**src/rtl/uart_host_if_if.sv**
```systemverilog
// NIC-side bus of the UART host controller. The host (master) drives the
// write/read strobes and the write word; the NIC (slave) drives its ready,
// valid and received word.
interface uart_host_if_if #(
    parameter int DATA_W = 8
);
    logic              nic_tx_ready;
    logic              nic_rx_valid;
    logic [DATA_W-1:0] nic_rx_data;
    logic              nic_wr;
    logic [DATA_W-1:0] nic_wr_data;
    logic              nic_rd;

    modport master (
        input  nic_tx_ready,
        input  nic_rx_valid,
        input  nic_rx_data,
        output nic_wr,
        output nic_wr_data,
        output nic_rd
    );

    modport slave (
        output nic_tx_ready,
        output nic_rx_valid,
        output nic_rx_data,
        input  nic_wr,
        input  nic_wr_data,
        input  nic_rd
    );
endinterface

```
**src/rtl/uart_host_if.sv**
```systemverilog
// Host-side controller between board buttons/switches and the UART NIC.
// A send press issues one flow-controlled write; received words are drained
// into a small circular buffer that the view button steps through.
module uart_host_if #(
    parameter int DATA_W   = 8,
    parameter int RX_DEPTH = 4,
    parameter int CNT_W    = 4,
    localparam int PTR_W   = $clog2(RX_DEPTH),
    localparam int LVL_W   = $clog2(RX_DEPTH) + 1
) (
    input  logic                clk,
    input  logic                rst_n,
    input  logic                send_btn,
    input  logic                view_btn,
    input  logic [DATA_W-1:0]   sw_data,
    uart_host_if_if.master      nic,
    output logic [DATA_W-1:0]   disp_data,
    output logic                disp_valid,
    output logic [CNT_W-1:0]    rx_count,
    output logic [CNT_W-1:0]    tx_count,
    output logic [LVL_W-1:0]    rx_level,
    output logic                rx_overflow
);

    localparam logic [CNT_W-1:0] CNT_ONE  = CNT_W'(1'b1);
    localparam logic [CNT_W-1:0] CNT_MAX  = {CNT_W{1'b1}};
    localparam logic [PTR_W-1:0] PTR_ONE  = PTR_W'(1'b1);
    localparam logic [LVL_W-1:0] LVL_ONE  = LVL_W'(1'b1);
    localparam logic [LVL_W-1:0] LVL_ZERO = {LVL_W{1'b0}};
    localparam logic [LVL_W-1:0] LVL_FULL = LVL_W'(RX_DEPTH);

    typedef enum logic [1:0] {
        TX_IDLE = 2'd0,
        TX_WAIT = 2'd1,
        TX_HOLD = 2'd2
    } tx_state_t;

    typedef enum logic [1:0] {
        RX_IDLE = 2'd0,
        RX_READ = 2'd1,
        RX_GAP  = 2'd2
    } rx_state_t;

    // Button synchronisers and edge-detect history
    logic [1:0]        send_sync_r;
    logic              send_prev_r;
    logic [1:0]        view_sync_r;
    logic              view_prev_r;
    logic              send_pulse_s;
    logic              view_pulse_s;

    tx_state_t         tx_state_r;
    logic [DATA_W-1:0] wr_data_r;
    logic [CNT_W-1:0]  tx_count_r;

    rx_state_t         rx_state_r;
    logic              nic_rd_r;

    logic [DATA_W-1:0] mem_r [RX_DEPTH];
    logic [PTR_W-1:0]  wr_ptr_r;
    logic [PTR_W-1:0]  rd_ptr_r;
    logic [LVL_W-1:0]  rx_level_r;
    logic [CNT_W-1:0]  rx_count_r;
    logic              rx_overflow_r;
    logic [DATA_W-1:0] disp_data_r;
    logic              disp_valid_r;

    logic              rx_push_s;
    logic              rx_pop_s;
    logic              rx_accept_s;
    logic              rx_drop_s;

    // Two-flop synchronisers plus one history flop per button for edge detection
    always_ff @(posedge clk or negedge rst_n) begin
        if (!rst_n) begin
            send_sync_r <= 2'b00;
            send_prev_r <= 1'b0;
            view_sync_r <= 2'b00;
            view_prev_r <= 1'b0;
        end else begin
            send_sync_r <= {send_sync_r[0], send_btn};
            send_prev_r <= send_sync_r[1];
            view_sync_r <= {view_sync_r[0], view_btn};
            view_prev_r <= view_sync_r[1];
        end
    end

    // Rising-edge pulses and the buffer push/pop/drop decisions
    always_comb begin
        send_pulse_s = send_sync_r[1] & ~send_prev_r;
        view_pulse_s = view_sync_r[1] & ~view_prev_r;
        rx_push_s    = (rx_state_r == RX_READ);
        // A pop on an empty buffer is ignored, so the push still lands.
        if (view_pulse_s && (rx_level_r != LVL_ZERO)) begin
            rx_pop_s = 1'b1;
        end else begin
            rx_pop_s = 1'b0;
        end
        // A simultaneous pop frees a slot in a full buffer.
        if (rx_push_s && ((rx_level_r != LVL_FULL) || rx_pop_s)) begin
            rx_accept_s = 1'b1;
        end else begin
            rx_accept_s = 1'b0;
        end
        rx_drop_s = rx_push_s & ~rx_accept_s;
    end

    // TX FSM: latch the word on a send pulse, write on the first ready cycle,
    // then hold until the button is released so each press writes once
    always_ff @(posedge clk or negedge rst_n) begin
        if (!rst_n) begin
            tx_state_r <= TX_IDLE;
            wr_data_r  <= {DATA_W{1'b0}};
            tx_count_r <= {CNT_W{1'b0}};
        end else begin
            case (tx_state_r)
                TX_IDLE: begin
                    if (send_pulse_s) begin
                        wr_data_r  <= sw_data;
                        tx_state_r <= TX_WAIT;
                    end
                end
                TX_WAIT: begin
                    if (nic.nic_tx_ready) begin
                        tx_state_r <= TX_HOLD;
                        if (tx_count_r != CNT_MAX) begin
                            tx_count_r <= tx_count_r + CNT_ONE;
                        end
                    end
                end
                TX_HOLD: begin
                    if (!send_sync_r[1]) begin
                        tx_state_r <= TX_IDLE;
                    end
                end
                default: begin
                    tx_state_r <= TX_IDLE;
                end
            endcase
        end
    end

    // RX FSM: IDLE -> READ (one read strobe) -> GAP (NIC drops valid) -> IDLE
    always_ff @(posedge clk or negedge rst_n) begin
        if (!rst_n) begin
            rx_state_r <= RX_IDLE;
            nic_rd_r   <= 1'b0;
        end else begin
            case (rx_state_r)
                RX_IDLE: begin
                    if (nic.nic_rx_valid) begin
                        rx_state_r <= RX_READ;
                        nic_rd_r   <= 1'b1;
                    end else begin
                        nic_rd_r   <= 1'b0;
                    end
                end
                RX_READ: begin
                    rx_state_r <= RX_GAP;
                    nic_rd_r   <= 1'b0;
                end
                RX_GAP: begin
                    rx_state_r <= RX_IDLE;
                    nic_rd_r   <= 1'b0;
                end
                default: begin
                    rx_state_r <= RX_IDLE;
                    nic_rd_r   <= 1'b0;
                end
            endcase
        end
    end

    // Circular receive buffer, display register, RX counter and overflow flag
    always_ff @(posedge clk or negedge rst_n) begin
        if (!rst_n) begin
            for (int i = 0; i < RX_DEPTH; i++) begin
                mem_r[i] <= {DATA_W{1'b0}};
            end
            wr_ptr_r      <= {PTR_W{1'b0}};
            rd_ptr_r      <= {PTR_W{1'b0}};
            rx_level_r    <= LVL_ZERO;
            rx_count_r    <= {CNT_W{1'b0}};
            rx_overflow_r <= 1'b0;
            disp_data_r   <= {DATA_W{1'b0}};
            disp_valid_r  <= 1'b0;
        end else begin
            if (rx_accept_s) begin
                mem_r[wr_ptr_r] <= nic.nic_rx_data;
                wr_ptr_r        <= wr_ptr_r + PTR_ONE;
                if (rx_count_r != CNT_MAX) begin
                    rx_count_r <= rx_count_r + CNT_ONE;
                end
            end
            if (rx_pop_s) begin
                disp_data_r  <= mem_r[rd_ptr_r];
                disp_valid_r <= 1'b1;
                rd_ptr_r     <= rd_ptr_r + PTR_ONE;
            end
            if (rx_drop_s) begin
                rx_overflow_r <= 1'b1;
            end
            case ({rx_accept_s, rx_pop_s})
                2'b10:   rx_level_r <= rx_level_r + LVL_ONE;
                2'b01:   rx_level_r <= rx_level_r - LVL_ONE;
                default: rx_level_r <= rx_level_r;
            endcase
        end
    end

    // The write strobe follows ready combinationally in WAIT so the NIC sees
    // it in exactly the cycle it can accept; everything else is a flop.
    assign nic.nic_wr      = (tx_state_r == TX_WAIT) & nic.nic_tx_ready;
    assign nic.nic_wr_data = wr_data_r;
    assign nic.nic_rd      = nic_rd_r;

    assign disp_data   = disp_data_r;
    assign disp_valid  = disp_valid_r;
    assign rx_count    = rx_count_r;
    assign tx_count    = tx_count_r;
    assign rx_level    = rx_level_r;
    assign rx_overflow = rx_overflow_r;

endmodule

```
**src/flat_wrapper.sv**
```systemverilog
// flat-port wrapper written by rule: the top's interface ports become plain ports
module uart_host_if_flat 
#(
    parameter int DATA_W   = 8,
    parameter int RX_DEPTH = 4,
    parameter int CNT_W    = 4,
    localparam int PTR_W   = $clog2(RX_DEPTH),
    localparam int LVL_W   = $clog2(RX_DEPTH) + 1
)
  (clk, rst_n, send_btn, view_btn, sw_data, disp_data, disp_valid, rx_count, tx_count, rx_level, rx_overflow, nic_nic_tx_ready, nic_nic_rx_valid, nic_nic_rx_data, nic_nic_wr, nic_nic_wr_data, nic_nic_rd);
  uart_host_if_if #(.DATA_W(DATA_W)) nic_i ();
  input  logic clk;
  input  logic rst_n;
  input  logic send_btn;
  input  logic view_btn;
  input  logic [DATA_W-1:0] sw_data;
  output logic [DATA_W-1:0] disp_data;
  output logic disp_valid;
  output logic [CNT_W-1:0] rx_count;
  output logic [CNT_W-1:0] tx_count;
  output logic [LVL_W-1:0] rx_level;
  output logic rx_overflow;
  input wire logic [$bits(nic_i.nic_tx_ready)-1:0] nic_nic_tx_ready;
  input wire logic [$bits(nic_i.nic_rx_valid)-1:0] nic_nic_rx_valid;
  input wire logic [$bits(nic_i.nic_rx_data)-1:0] nic_nic_rx_data;
  output wire logic [$bits(nic_i.nic_wr)-1:0] nic_nic_wr;
  output wire logic [$bits(nic_i.nic_wr_data)-1:0] nic_nic_wr_data;
  output wire logic [$bits(nic_i.nic_rd)-1:0] nic_nic_rd;
  assign nic_i.nic_tx_ready = nic_nic_tx_ready;
  assign nic_i.nic_rx_valid = nic_nic_rx_valid;
  assign nic_i.nic_rx_data = nic_nic_rx_data;
  assign nic_nic_wr = nic_i.nic_wr;
  assign nic_nic_wr_data = nic_i.nic_wr_data;
  assign nic_nic_rd = nic_i.nic_rd;
  uart_host_if #(.DATA_W(DATA_W), .RX_DEPTH(RX_DEPTH), .CNT_W(CNT_W)) u_core (.clk(clk), .rst_n(rst_n), .send_btn(send_btn), .view_btn(view_btn), .sw_data(sw_data), .nic(nic_i), .disp_data(disp_data), .disp_valid(disp_valid), .rx_count(rx_count), .tx_count(tx_count), .rx_level(rx_level), .rx_overflow(rx_overflow));
endmodule
```
**config.mk**
```make
export PLATFORM = sky130hd
export DESIGN_NAME = uart_host_if_flat
export DESIGN_NICKNAME = d
export VERILOG_FILES = /design/src/rtl/uart_host_if_if.sv /design/src/rtl/uart_host_if.sv /design/src/flat_wrapper.sv
export SDC_FILE = /design/constraint.sdc
export NUM_CORES = 1
export LEC_CHECK = 0
export ABC_AREA = 1
export ABC_CLOCK_PERIOD_IN_PS = 3800
export CORE_ASPECT_RATIO = 1.25
export CORE_MARGIN = 2
export CORE_UTILIZATION = 40
export DETAILED_ROUTE_END_ITERATION = 7
export SLEW_MARGIN = 0
export SYNTH_ARGS = -nofsm -noshare
export SYNTH_HDL_FRONTEND = slang
export SYNTH_SLANG_ARGS = --single-unit
```
**constraint.sdc**
```tcl
create_clock -name clk -period 3.8 [get_ports clk]
set_input_delay 0.57 -clock clk [delete_from_list [all_inputs] [get_ports clk]]
set_output_delay 0.57 -clock clk [all_outputs]
set_load 0.1 [all_outputs]
```
---- Yosys cells after proc, flatten, opt, wreduce, memory -nomap -nowiden ----
Index checks and enable logic that the tools add are counted.
operators by class
  mux-type cells .......................... 17
  eq/ne operators ......................... 12
  shift operators ......................... 0
  $add $sub $neg .......................... 6
  multiply operators ...................... 0
  divide/modulo/power cells ............... 0
  bitwise gates (word level) .............. 9
  magnitude comparators ................... 3
  reduce and logical (&&, ||, !) cells .... 12
operators with widths
  cell                   number
  $bwmux W32             1
  $mux W8                3
  $bmux W8 S2            1
  $demux W8 S2           1
  $add A4 B1 Y4 const B  2
  $mux W2                4
  $ne A4 B4 Y1 const B   2
  $eq A2 B1 Y1 const B   3
  $ge A3 B3 Y1 const B   2
  $ne A2 B2 Y1 const B   3
  $not A2 Y3             2
  $pmux W2 S3            1
  $pmux W3 S2            1
  $reduce_and A3 Y1      2
  $add A2 B1 Y2 const B  2
  $and A1 B1 Y1          4
  $eq A2 B2 Y1 const B   2
  $logic_not A2 Y1       2
  $mux W1                4
  $pmux W2 S2            1
  $reduce_and A2 Y1      2
  $add A3 B1 Y3 const B  1
  $logic_and A1 B1 Y1    3
  $lt A3 B1 Y1 const B   1
  other kinds (7)        9
word-level totals
  memories kept ........................... 0
  input bits .............................. 22
  RAM bits ................................ 0
  output and inout port bits .............. 31
  ROM bits ................................ 0
  register bits ........................... 76
  latch bits .............................. 0

---- Depth between registers and ports, before layout ----
  depth in word-level cells ............... 9
  gate-level depth with buffers ........... 11
  mapped depth without buffers ............ 10

---- Worst setup path after synthesis ----
Ideal clock, no wire load.
  kind .................................... reg2reg
  from .................................... register u_core.rx_level_r[2], in the netlist u_core.rx_level[2]
  to ...................................... register u_core.rx_level_r[2], in the netlist u_core.rx_level[2]
  slack ................................... 1,093 ps
  period minus slack after synthesis ...... 2,707 ps
  arrival time ............................ 2,627 ps
  stages on the path, launching flop included .. 10
  buffers on the path ..................... 1
  path through ............................ dfrtp_1 > inv_1 > a21oi_2 > buf_4 > ha_1 > inv_1 > fa_1 > or2_2 > nand2_1 > xor2_1
on the way
  word-level cells in the longest chain between the ends .. 8
  elaborated cells on any way between the ends .. 13
  those cells by class .................... add/sub (2); eq/ne (3); mux (3); reduce/logical (5)
ends and longest elaborated chain
  element                                                   line                 source
  start, declared                                           uart_host_if.sv:62   logic [LVL_W-1:0] rx_level_r;
  start signal, assigned                                    uart_host_if.sv:204  2'b10: rx_level_r <= rx_level_r + LVL_ONE;
  start signal, assigned                                    uart_host_if.sv:205  2'b01: rx_level_r <= rx_level_r - LVL_ONE;
  start signal, assigned                                    uart_host_if.sv:206  default: rx_level_r <= rx_level_r;
  $reduce_bool A3 Y1 (*)                                    uart_host_if.sv:94   if (view_pulse_s && (rx_level_r != LVL_ZERO)) begin
  $logic_and A1 B1 Y1 (*)                                   uart_host_if.sv:94
  $mux W1 (*)                                               uart_host_if.sv:94
  net u_core.rx_pop_s                                       uart_host_if.sv:69   logic rx_pop_s;
  $logic_or A1 B1 Y1                                        uart_host_if.sv:100  if (rx_push_s && ((rx_level_r != LVL_FULL) || rx_pop_s)) begin
  $logic_and A1 B1 Y1                                       uart_host_if.sv:100
  $mux W1                                                   uart_host_if.sv:100
  $eq A2 B1 Y1 / $eq A2 B2 Y1 (equally long branches)       uart_host_if.sv:203  case ({rx_accept_s, rx_pop_s})
  $pmux W3 S2 / $reduce_bool A2 Y1 (equally long branches)  --
Mark *: on every way through the listed nets, which the timed path passes. The rest lies on a longest branch.
A chain may end at the register's enable or synchronous reset.

---- Final worst setup path ----
  from .................................... register u_core.rx_level_r[0], in the netlist u_core.rx_level[0]
  to ...................................... output port rx_level[0]
RTL lines
  element        line                source
  end, declared  flat_wrapper.sv:21  output logic [LVL_W-1:0] rx_level;
No word-level cell between the ends.

==> impl_metrics.env <==
export IMPL_syn_num_nets=424
export IMPL_post_drt_wl_per_cell_um=13.7
export IMPL_clock_path_buffers=2
export IMPL_area_growth_syn_to_layout_pct=21.0
export IMPL_rr_startpoint="u_core.rx_level[1]"
export IMPL_fin_crit_sh_pct=67.0
export IMPL_final_cell_mix="nand2_1 (143), dfrtp_1 (76), clkdlybuf4s50_1 (50)"
export IMPL_r2r_end="u_core.rx_level[2]"
export IMPL_h_tree_depth=3
export IMPL_cts_root_buf="clkbuf_8"
export IMPL_crit_required_ns=3.23
export IMPL_rsz0062_at_grt="false"
export IMPL_grt_usage_pct=17.4
export IMPL_synth_seq_cells=76
export IMPL_endpoint_kind="primary output"
export IMPL_ant_nets=0
export IMPL_cp_cell_sequence="clkdlybuf4s50_1"
export IMPL_cap_violations=0
export IMPL_fp_dieW_um=87.2
export IMPL_postCtsSetupRepairBufs=0
export IMPL_grt_util_met2_pct=28.4
export IMPL_finalHoldViolCount=0
export IMPL_clkSinkCount=76
export IMPL_crit_family="buffers and inverters"
export IMPL_synthCells=394
export IMPL_synth_area_top_cells="dfrtp_1 (55%), nand2_1 (16%), nand4_1 (6.9%)"
export IMPL_worst_pin_slew_ns=0.982
export IMPL_routed_wl_um=7420
export IMPL_cp_max_fo=4
export IMPL_dpl_instance_area_sq_mm=0.00400
export IMPL_grtUsageMet3_pct=4.35
export IMPL_worst_ep_arrival_time_ns=1.98
export IMPL_io_buffers=52
export IMPL_clk_pin_slew_worst_paths_ns=0.09
export IMPL_r2r_slack_ns=1.36
export IMPL_skew_ns=0.0122
export IMPL_coreArea_sq_mm=0.00833
export IMPL_yosys_warnings=0
export IMPL_cts_hold_buf=0
export IMPL_final_nets=471
export IMPL_synth_area_sq_mm=0.00346
export IMPL_critPathMaxStageDelay_ns=1.17
export IMPL_top_usage_layer="met2"
export IMPL_grt_pass1_vias=2672
export IMPL_dp_hpwl_um=4960
export IMPL_ys_seq_area_share_pct=55.0
export IMPL_max_freq_mhz=393
export IMPL_routabilityCongestion=0.767
export IMPL_crit_path_top_delay_cell="clkdlybuf4s50_1"
export IMPL_drv_slew=0
export IMPL_yosys_area_top_type_share_pct=55.0
export IMPL_antenna_found_initial=0
export IMPL_cts_repair_resized=0
export IMPL_drt_iter0_drc=208
export IMPL_viasPerCell=4.99
export IMPL_grtUsageMet1_pct=22.1
export IMPL_finalSetupTns_ns=0
export IMPL_final_common_cell="nand2_1"
export IMPL_fin_util_pct=50.2
export IMPL_postSynthAreaPerCell_sq_um=8.77
export IMPL_slew_limit_headroom_pct=34.4
export IMPL_synth_cell_types=27
export IMPL_die_h_um=108
export IMPL_cts_tree="yes"
export IMPL_vias=2711
export IMPL_setup_viol=0
export IMPL_worstHoldPathType="primary input to async pin"
export IMPL_drive_gt1_share_pct=6.50
export IMPL_cts_made_buffers=9
export IMPL_grt_pass1_wl_um=12700
export IMPL_synth_top_area_cell="dfrtp_1"
export IMPL_design_die_area_sq_mm=0.00941
export IMPL_overflow=0
export IMPL_dr_pass1_iters=4
export IMPL_design_area_sq_mm=0.00418
export IMPL_worstRegToRegCells=9
export IMPL_cp_start_kind="flip-flop"
export IMPL_critPathKind="flip-flop to primary output"
export IMPL_pin_count=53
export IMPL_start_util_pct=41.5
export IMPL_fin_crit_ns=2.55
export IMPL_n_antenna_cell=0
export IMPL_clk_latency_ns=0.36
export IMPL_worst_path_buf_inv=1
export IMPL_drc=0
export IMPL_rows=37
export IMPL_status="complete, no violations"
export IMPL_grt_max_degree=77
worst max path at each step:
stage                            start                 end  slack, ns  cells past startpoint
floorplan           u_core.rx_level[2]  u_core.rx_level[2]       1.09                      9
global placement    u_core.rx_level[1]  u_core.rx_level[2]       1.45                      9
detailed placement  u_core.rx_level[1]  u_core.rx_level[2]       1.36                      9
CTS                 u_core.rx_level[2]         rx_level[2]       1.23                      1
global route        u_core.rx_level[1]  u_core.rx_level[2]       1.12                      9
finish              u_core.rx_level[0]         rx_level[0]       1.25                      1
logic make-up (layout without fill, tap and decap cells):
kind of cell | after synthesis | after routing | share of synthesized area, %
adders and majority gates | 8 | 8 | 3.11
DFF | 76 | 76 | 55.0
xor gates and xnor gates | 7 | 7 | 1.77
AOI/OAI and AO/OA | 23 | 23 | 3.51
buffers and inverters | 36 | 88 | 5.03
and+or+nand+nor | 244 | 244 | 31.6
cell type report:
type / instances / area, sq um
multi-input cells: 282 / 1380
fillers: 801 / 4150
clock buffers: 10 / 138
well taps: 97 / 121
flip-flops and latches: 76 / 1900
inverters: 19 / 71.3
clock inverters: 6 / 46.3
repair buffers: 53 / 523
per-layer routing:
metal	up-vias	routed length (um)	share of wire [%]
met5	-	0	0
met4	0	159	2.1
met3	13	300	4.0
met2	57	3430	46
met1	1253	3530	48
li1	1388	-	-
synthesized netlist by cell type:
cell type  count
a21oi_1        1
a21oi_2        1
buf_2          6
buf_4          4
buf_6          2
clkbuf_1       4
clkbuf_2       1
clkinv_1       1
dfrtp_1       76
fa_1           1
ha_1           7
inv_1         18
nand2_1      143
nand2_2        1
nand3_1       20
nand3_2        1
nand3_4        1
nand4_1       38
nor2_1        32
nor2_2         2
nor2_4         2
nor3b_1        2
o21ai_0       20
o31ai_1        1
or2_2          2
xnor2_1        4
xor2_1         3
registers in the layout (all words and copies together), names as in the netlist:
| register | cells |
|---|---|
| u_core.rx_level | 3 |
| u_core.send_prev_r | 1 |
| u_core.nic.nic_wr_data | 8 |
| u_core.rx_count | 4 |
| u_core.nic.nic_rd | 1 |
| u_core.tx_count | 4 |
| u_core.view_sync_r | 2 |
| u_core.disp_valid | 1 |
| u_core.view_prev_r | 1 |
| u_core.rx_overflow | 1 |
| u_core.mem_r | 32 |
| u_core.tx_state_r | 2 |
| u_core.send_sync_r | 2 |
| u_core.disp_data | 8 |
| u_core.rd_ptr_r | 2 |
| u_core.rx_state_r | 2 |
| u_core.wr_ptr_r | 2 |
metrics by stage:
stage	std cells	hold WS, ns	setup slack [ns]
CTS	543	0.368	1.23
global placement	527	0.338	1.45
floorplan	394	0.274	1.09
global route	543	0.373	1.12
detailed placement	527	0.339	1.36
finish	543	0.353	1.25
Power is not shown: default switching activity piles up to over one toggle a cycle in this logic, so the estimate is an artifact.
